## config.mk

```make
export PLATFORM = sky130hd
export DESIGN_NAME = lcd_text_responder
export DESIGN_NICKNAME = d
export VERILOG_FILES = /design/src/rtl/lcd_pkg.sv /design/src/rtl/lcd_strobe_sync.sv /design/src/rtl/lcd_text_responder.sv
export SDC_FILE = /design/constraint.sdc
export NUM_CORES = 1
export LEC_CHECK = 0
export ABC_AREA = 1
export BUFFER_PORTS_ARGS = -buffer_cell sky130_fd_sc_hd__buf_2
export CAP_MARGIN = 40
export CORE_MARGIN = 2
export CORE_UTILIZATION = 56
export DETAILED_ROUTE_END_ITERATION = 12
export HOLD_SLACK_MARGIN = 0.02
export PLACE_DENSITY = 0.73
export RECOVER_POWER = 50
export SLEW_MARGIN = 0
export SYNTH_ARGS = -nofsm -noshare
export SYNTH_HDL_FRONTEND = slang
export SYNTH_HIERARCHICAL = 1
export SYNTH_SLANG_ARGS = --single-unit
```

## constraint.sdc

```tcl
create_clock -name clk -period 2.3 [get_ports clk]
set_clock_uncertainty 0.2 [all_clocks]
set_input_delay 0.23 -clock clk [delete_from_list [all_inputs] [get_ports clk]]
set_output_delay 0.23 -clock clk [all_outputs]
set_load 0.01 [all_outputs]
```

## src/rtl/lcd_pkg.sv

```systemverilog
// lcd_pkg: opcodes, command classes and FSM states shared by the LCD bus responder.
package lcd_pkg;
  localparam logic [7:0] MODE_SET = 8'h31;
  localparam logic [7:0] CURSOR_SET = 8'h0C;
  localparam logic [7:0] ADDRESS_SET = 8'h06;
  localparam logic [7:0] CLEAR_SET = 8'h01;
  localparam logic [7:0] DDRAM_BASE = 8'h80;
  localparam logic [7:0] ASCII_SPACE = 8'h20;
  typedef enum logic [3:0] {
    CMD_NOP, CMD_CLEAR, CMD_HOME, CMD_ENTRY, CMD_DISPLAY,
    CMD_SHIFT, CMD_FUNC, CMD_CGRAM, CMD_DDRAM
  } cmd_e;
  typedef enum logic [1:0] {ST_IDLE, ST_EXEC, ST_CLEAR} state_e;
  // The highest set bit of a command byte selects its class.
  function automatic cmd_e classify(input logic [7:0] d);
    return (d & DDRAM_BASE) != 8'h00 ? CMD_DDRAM :
           d[6] ? CMD_CGRAM : d[5] ? CMD_FUNC : d[4] ? CMD_SHIFT :
           d[3] ? CMD_DISPLAY : d[2] ? CMD_ENTRY : d[1] ? CMD_HOME :
           d == CLEAR_SET ? CMD_CLEAR : CMD_NOP;
  endfunction
endpackage

```

## src/rtl/lcd_strobe_sync.sv

```systemverilog
// lcd_strobe_sync: registers the LCD bus and flags the falling edge of en as a one-cycle strobe.
module lcd_strobe_sync (
  input  logic       clk,
  input  logic       rst_n,
  input  logic       rs,
  input  logic       rw,
  input  logic       en,
  input  logic [7:0] data,
  output logic       stb,
  output logic       rs_q,
  output logic       rw_q,
  output logic [7:0] data_q
);
  logic en_q;
  always_ff @(posedge clk or negedge rst_n)
    if (!rst_n) {rs_q, rw_q, en_q, data_q} <= '0;
    else {rs_q, rw_q, en_q, data_q} <= {rs, rw, en, data};
  assign stb = en_q & ~en;
endmodule

```

## src/rtl/lcd_text_responder.sv

```systemverilog
// lcd_text_responder: character-LCD bus responder with DDRAM shadow and read-back port.
// Define LCD_PROTO_CHECK_EN to add the sticky proto_err output for dropped/read strobes.
module lcd_text_responder
  import lcd_pkg::*;
#(
  parameter int COLS = 16,
  parameter int SHORT_BUSY_CYC = 1850,
  parameter int LONG_BUSY_CYC = 76000,
  localparam int IDX_W = $clog2(COLS)
) (
  input  logic             clk,
  input  logic             rst_n,
  input  logic             lcd_rs,
  input  logic             lcd_rw,
  input  logic             lcd_en,
  input  logic [7:0]       lcd_data,
  input  logic [IDX_W-1:0] rd_idx,
  output logic [7:0]       rd_char,
  output logic [IDX_W-1:0] cursor,
  output logic [IDX_W-1:0] shift_ofs,
  output logic             display_on,
  output logic             cursor_on,
  output logic             blink_on,
  output logic             entry_inc,
  output logic             entry_shift,
  output logic [2:0]       func,
  output logic             busy
`ifdef LCD_PROTO_CHECK_EN
  , output logic           proto_err
`endif
);
  localparam int CNT_W = $clog2(LONG_BUSY_CYC + 1);
  logic stb, rs_q, rw_q, accept;
  logic [7:0] data_q;
  logic [7:0] ddram [COLS];
  logic [CNT_W-1:0] cnt;
  logic [IDX_W-1:0] step, mv, rd_addr, fill_idx;
  state_e state;
  cmd_e cmd;
  lcd_strobe_sync u_sync (
    .clk(clk), .rst_n(rst_n), .rs(lcd_rs), .rw(lcd_rw), .en(lcd_en), .data(lcd_data),
    .stb(stb), .rs_q(rs_q), .rw_q(rw_q), .data_q(data_q)
  );
  assign cmd = classify(data_q);
  assign step = entry_inc ? IDX_W'(1) : '1;
  assign mv = data_q[2] ? IDX_W'(1) : '1;
  assign rd_addr = rd_idx + shift_ofs;
  // The clear fill walks the cells in lockstep with the first COLS busy counts.
  assign fill_idx = IDX_W'(CNT_W'(LONG_BUSY_CYC) - cnt);
  assign accept = stb && state == ST_IDLE && !rw_q;
  always_ff @(posedge clk or negedge rst_n)
    if (!rst_n) begin
      state <= ST_IDLE;
      cnt <= '0;
      ddram <= '{default: ASCII_SPACE};
      rd_char <= ASCII_SPACE;
      cursor <= '0;
      shift_ofs <= '0;
      {display_on, cursor_on, blink_on} <= 3'b000;
      {entry_inc, entry_shift} <= 2'b10;
      func <= 3'b100;
      busy <= 1'b0;
    end else begin
      rd_char <= ddram[rd_addr];
      if (state != ST_IDLE) begin
        cnt <= cnt - CNT_W'(1);
        if (cnt == CNT_W'(1)) begin
          state <= ST_IDLE;
          busy <= 1'b0;
        end
      end
      if (state == ST_CLEAR && cnt > CNT_W'(LONG_BUSY_CYC - COLS)) begin
        ddram[fill_idx] <= ASCII_SPACE;
        if (fill_idx == IDX_W'(COLS - 1)) begin
          cursor <= '0;
          shift_ofs <= '0;
          entry_inc <= 1'b1;
        end
      end
      if (accept) begin
        busy <= 1'b1;
        state <= (!rs_q && cmd == CMD_CLEAR) ? ST_CLEAR : ST_EXEC;
        cnt <= (!rs_q && (cmd == CMD_CLEAR || cmd == CMD_HOME)) ? CNT_W'(LONG_BUSY_CYC)
                                                                : CNT_W'(SHORT_BUSY_CYC);
        if (rs_q) begin
          ddram[cursor] <= data_q;
          cursor <= cursor + step;
          if (entry_shift) shift_ofs <= shift_ofs + step;
        end else
          case (cmd)
            CMD_DDRAM: cursor <= data_q[IDX_W-1:0];
            CMD_FUNC: func <= data_q[4:2];
            CMD_SHIFT: if (data_q[3]) shift_ofs <= shift_ofs + mv; else cursor <= cursor + mv;
            CMD_DISPLAY: {display_on, cursor_on, blink_on} <= data_q[2:0];
            CMD_ENTRY: {entry_inc, entry_shift} <= data_q[1:0];
            CMD_HOME: begin
              cursor <= '0;
              shift_ofs <= '0;
            end
            default: ;
          endcase
      end
    end
`ifdef LCD_PROTO_CHECK_EN
  always_ff @(posedge clk or negedge rst_n)
    if (!rst_n) proto_err <= 1'b0;
    else if (stb && (state != ST_IDLE || rw_q)) proto_err <= 1'b1;
`endif
endmodule
```

**Word-level counts from Yosys, hierarchy flattened**

Cells that the tools add are included.

- Reduce and logical (&&, ||, !) cells: 18
- Equal/unequal tests: 11
- Bitwise gates (word level): 9
- $lt $le $gt $ge: 6
- Multiplexer cells: 49
- $add $sub $neg: 7

Operator list:

| operator | number |
|---|---|
| two-way mux 128 bit | 3 |
| bitwise mux 128 bit | 1 |
| bitwise AND 112 bit | 1 |
| NOT 112 bit | 1 |
| demux 8 bit (select 4 bit) | 2 |
| two-way mux 4 bit | 14 |
| two-way mux 17 bit | 3 |
| binary-select mux 8 bit (select 4 bit) | 1 |
| two-way mux 8 bit | 4 |
| adder 4 bit | 5 |
| == test 17 x 1 -> 1 bit, second input constant | 1 |
| > comparator 17 bit, second input constant | 1 |
| subtractor 17 x 1 -> 17 bit, second input constant | 1 |
| bitwise OR 16 bit | 1 |
| greater-or-equal comparator 5 bit, second input constant | 3 |
| NOT 4 -> 5 bit | 3 |
| == test 4 x 3 -> 1 bit, second input constant | 3 |
| two-way mux 2 bit | 6 |
| two-way mux 3 bit | 4 |
| case mux 4 bit (3 select lines) | 1 |
| < comparator 5 x 1 -> 1 bit, second input constant | 2 |
| two-way mux 1 bit | 9 |
| AND reduction 3 bit | 3 |
| == test 4 x 2 -> 1 bit, second input constant | 2 |
| other kinds (14) | 25 |

- Bits in registers: 183
- Output and inout port bits: 25

**Longest topological paths before layout**

- Depth in word-level cells: 14
- Depth in mapped cells: 15
- Depth with buffers taken out: 15

**By module**

Netlist, hierarchy kept.

By module, submodules not included:

| module | seq. area each (um^2) | cells each | times used | area an instance (um^2) |
|---|---|---|---|---|
| lcd_text_responder | 4327.9 | 1122 | 1 | 9132.5 |
| lcd_strobe_sync | 275.3 | 13 | 1 | 285.3 |

**Worst setup path after synthesis**

OpenSTA, ideal clock, no wires.

- Path type: reg2reg
- From: register shift_ofs[0]
- To: register rd_char[3]
- Setup slack: -322 ps
- Arrival: 2292 ps
- Stages on the path, launching flop included: 9
- Clock period less this slack: 2622 ps
- Setup time: 130 ps
- Buffers on the path: 1
- Path through: dfrtp_1 -> ha_1 -> inv_1 -> fa_1 -> xnor2_1 -> clkbuf_1 -> mux2_2 -> nor2_1 -> a31oi_1

- Longest elaborated chain between the ends: 5

RTL lines:

| item | RTL line | RTL |
|---|---|---|
| start, declared | lcd_text_responder.sv:20 | `output logic [IDX_W-1:0] shift_ofs,` |
| start signal, assigned | lcd_text_responder.sv:88 | `if (entry_shift) shift_ofs <= shift_ofs + step;` |
| start signal, assigned | lcd_text_responder.sv:93 | `CMD_SHIFT: if (data_q[3]) shift_ofs <= shift_ofs + mv; else cursor <= cursor + mv;` |
| adder 4 bit | lcd_text_responder.sv:47 | `assign rd_addr = rd_idx + shift_ofs;` |
| NOT 4 -> 5 bit (implied by the code) | lcd_text_responder.sv:64 | `rd_char <= ddram[rd_addr];` |
| binary-select mux 8 bit (select 4 bit) | lcd_text_responder.sv:64 |  |
| two-way mux 8 bit (implied by the code) (2 in series) | lcd_text_responder.sv:64 |  |
| end signal, assigned | lcd_text_responder.sv:64 |  |
| end, declared | lcd_text_responder.sv:18 | `output logic [7:0] rd_char,` |

No other way between the ends. The select of a mux whose other input is x is not followed.
A chain may end at the register's enable or synchronous reset.

**Worst setup path after layout**

- From: register shift_ofs[0]
- To: register rd_char[5]

The elaborated chain is that of the path after synthesis.

==> metrics.csv <==
metric;value;unit
status;finished, violations left;
violations;negative setup slack;
criticalPathCategory;flop to flop;
finalCritPeriodShare;100.9;%
die_w;133.7;um
cts-htree-levels;4;
r2r-start;shift_ofs[0];
max_stage_delay;0.48;ns
hold_violations;0;
synthArstFlopShare;100.0;%
grt.total_usage;31.33;%
antenna_found_initial;0;
clockRootBuffer;clkbuf_16;
p_per_area;1089;mW/mm^2
synth_seq_area_share;48.88;%
grt_pass1_vias;8153;
antenna_left;0;
path_cells;ha_4 -> inv_2 -> fa_2 -> inv_4 -> buf_12 -> a21oi_1 -> o21ai_0 -> nand2_1 -> mux2_2 -> nor2_1 -> a31oi_1;
endpoint;rd_char[5];
worst_pin_slew;1.359;ns
vias;8699;
cts_buffer_depth;2;
max_freq;430.7;MHz
arrival;2.46;ns
final-max-slew-violation-count;0;
start_util;56.99;%
r2r_end;rd_char[5];
place_inst;1397;
required;2.44;ns
place_congestion;0.9230;
mostFrequentLayoutCell;o21ai_0;
irDropWorstVdd;695.4;uV
crit_slowest_cell;fa_2;
overflow;0;
maxCapViolCount;0;
nNetsFinal;1251;
wl_per_cell;18.81;um
antenna_cells;0;
synth_ff_type;dfrtp_1;
rr_worst_depth;11;
row_count;47;
synth_nets;1174;
dp_hpwl;18200;um
avgSynthCellArea;8.298;sq um
slew_headroom;9.372;%
worstPathMaxFanout;19;
cts.sinks;183;
worst-path-buf-inv;3;
ys_types;38;
post-route-util;67.52;%
p_total;12.15;mW
floorplan.die.height;133.7;um
path_delay_family;adder cells;
clk_pin_slew;0.07;ns
syn_to_final_growth;18.47;%
worst_hold_slack;0.2095;ns
io_buffers;41;
synth-edff-count;0;
instances_no_fill;1445;
grt_pass1_wl;43530;um
endpoint_kind;flop;
cts_tree;yes;
rsz0062_at_grt;true;
start_kind;flop;
drt_iter0_drc;833;
routed_wl;27190;um
grt_max_degree;62;
drive_gt1_share;16.98;%
core-area;0.01652;sq mm
mostFrequentLayoutCells;o21ai_0 (208), dfrtp_1 (163), nand3_1 (149), nor2_1 (124), nand2_1 (106);
yosysWarnings;6;
drc_errors;0;
dr.pass1.iters;5;
p_leak;5.257;nW
setup_ws;-0.02154;ns
dpl_worst_slack;-0.03976;ns
netlist_instances;1135;
syn_area;0.009418;sq mm
critPathLaunch;shift_ofs[0];
hold_path_class;input port to flop;
setup_viol;3;
hold_start;lcd_en;
worst_skew_pair.late_latency;0.43;ns
path_depth;11;
io_pins;42;
synth_seq_cells;183;
via_per_inst;6.020;
die_area;0.01787;sq mm
ff2ff_setup_slack;-0.02;ns
min_period;2.322;ns
numCtsBuffers;17;
==> timing repair <==
item | 4_1_cts | 5_1_grt
setup buffers | 0 | 2
gates cloned | 0 | 1
hold endpoints to repair | 182 | 0
endpoints found under the setup margin | 44 | 145
gates resized for setup | 3 | 55
hold buffers | 13 | 0
pin swaps | 1 | 2
==> cell usage after synthesis, drive strengths merged (16+ instances only) <==
library cell	instances	area (sq um)
ha	17	212.7
clkbuf	43	161.4
a31oi	28	175.2
nand2	125	479.2
a21oi	36	180.2
o21ai	212	1065
nand3	156	800.8
o22ai	29	181.4
dfstp	19	499.2
dfrtp	164	4104
buf	16	88.84
inv	85	319.1
nor2	138	530.5
==> worst register-to-register path, stage by stage (launching register included) <==
cell and delay, ns:
dfrtp_2 0.42, ha_4 0.16, inv_2 0.05, fa_2 0.49, inv_4 0.15, buf_12 0.16, a21oi_1 0.04, o21ai_0 0.08
nand2_1 0.09, mux2_2 0.27, nor2_1 0.09, a31oi_1 0.05
==> state kept, by name, summed over array words and instances, names as in the netlist <==
signal / count
shift_ofs: 4
state: 2
busy: 1
cnt: 17
ddram: 128
u_sync/en_q: 1
u_sync/data_q: 8
entry_inc: 1
entry_shift: 1
display_on: 1
u_sync/rs_q: 1
u_sync/rw_q: 1
cursor_on: 1
blink_on: 1
rd_char: 8
cursor: 4
func: 3
==> logic make-up (layout without fill, tap and decap cells) <==
kind of cell,count (synthesis),in the layout,share of synthesized area (%)
DFF,183,183,48.88
adders and majority gates,22,22,3.321
muxes,8,8,0.9566
and+or+nand+nor,440,440,20.96
AOI/OAI and AO/OA,319,319,18.12
buffers and inverters,145,235,6.085
xor gates and xnor gates,18,18,1.674
==> power by group <==
part / internal (mW) / switching (mW) / leakage [nW] / total (mW)
Combinational: 1.82 / 2.88 / 2.59 / 4.69
Sequential: 3.92 / 0.582 / 2.38 / 4.50
Clock: 1.65 / 1.30 / 0.282 / 2.95
Total: 7.39 / 4.76 / 5.26 / 12.1
==> cell type report <==
class,count,area [sq um]
clock inverter,12,141.4
fill,1343,5368
inverter,86,325.3
multi-input combinational,807,4464
timing repair buffer,117,899.6
sequential,183,4604
clock buffer,20,446.7
tap,220,275.3
==> how the worst min path moves through the flow <==
stage | cells past startpoint | slack [ns] | to
CTS | 2 | 0.16 | ddram[77]
detailed placement | 1 | -0.10 | ddram[73]
floorplan | 0 | -0.27 | blink_on
finish | 7 | 0.21 | cnt[6]
global placement | 1 | -0.10 | ddram[72]
global route | 2 | 0.23 | u_sync/rw_q
==> metal layers <==
metal	global-route usage [%]	vias to the layer above	wire [um]
met3	5.898	68	2066
li1	-	4057	-
met4	13.24	0	1063
met5	0	-	0
met1	42.81	4126	11510
met2	49.43	448	12550
==> stage by stage <==
step                  TNS, ns  area, sq um
floorplan            -0.06842         9475
global placement    -0.006900        10230
detailed placement   -0.08960        10230
CTS                   -0.8306        10960
global route           -3.258        11160
finish               -0.04721        11160
Note: power is estimated with default switching activity, not from simulation.
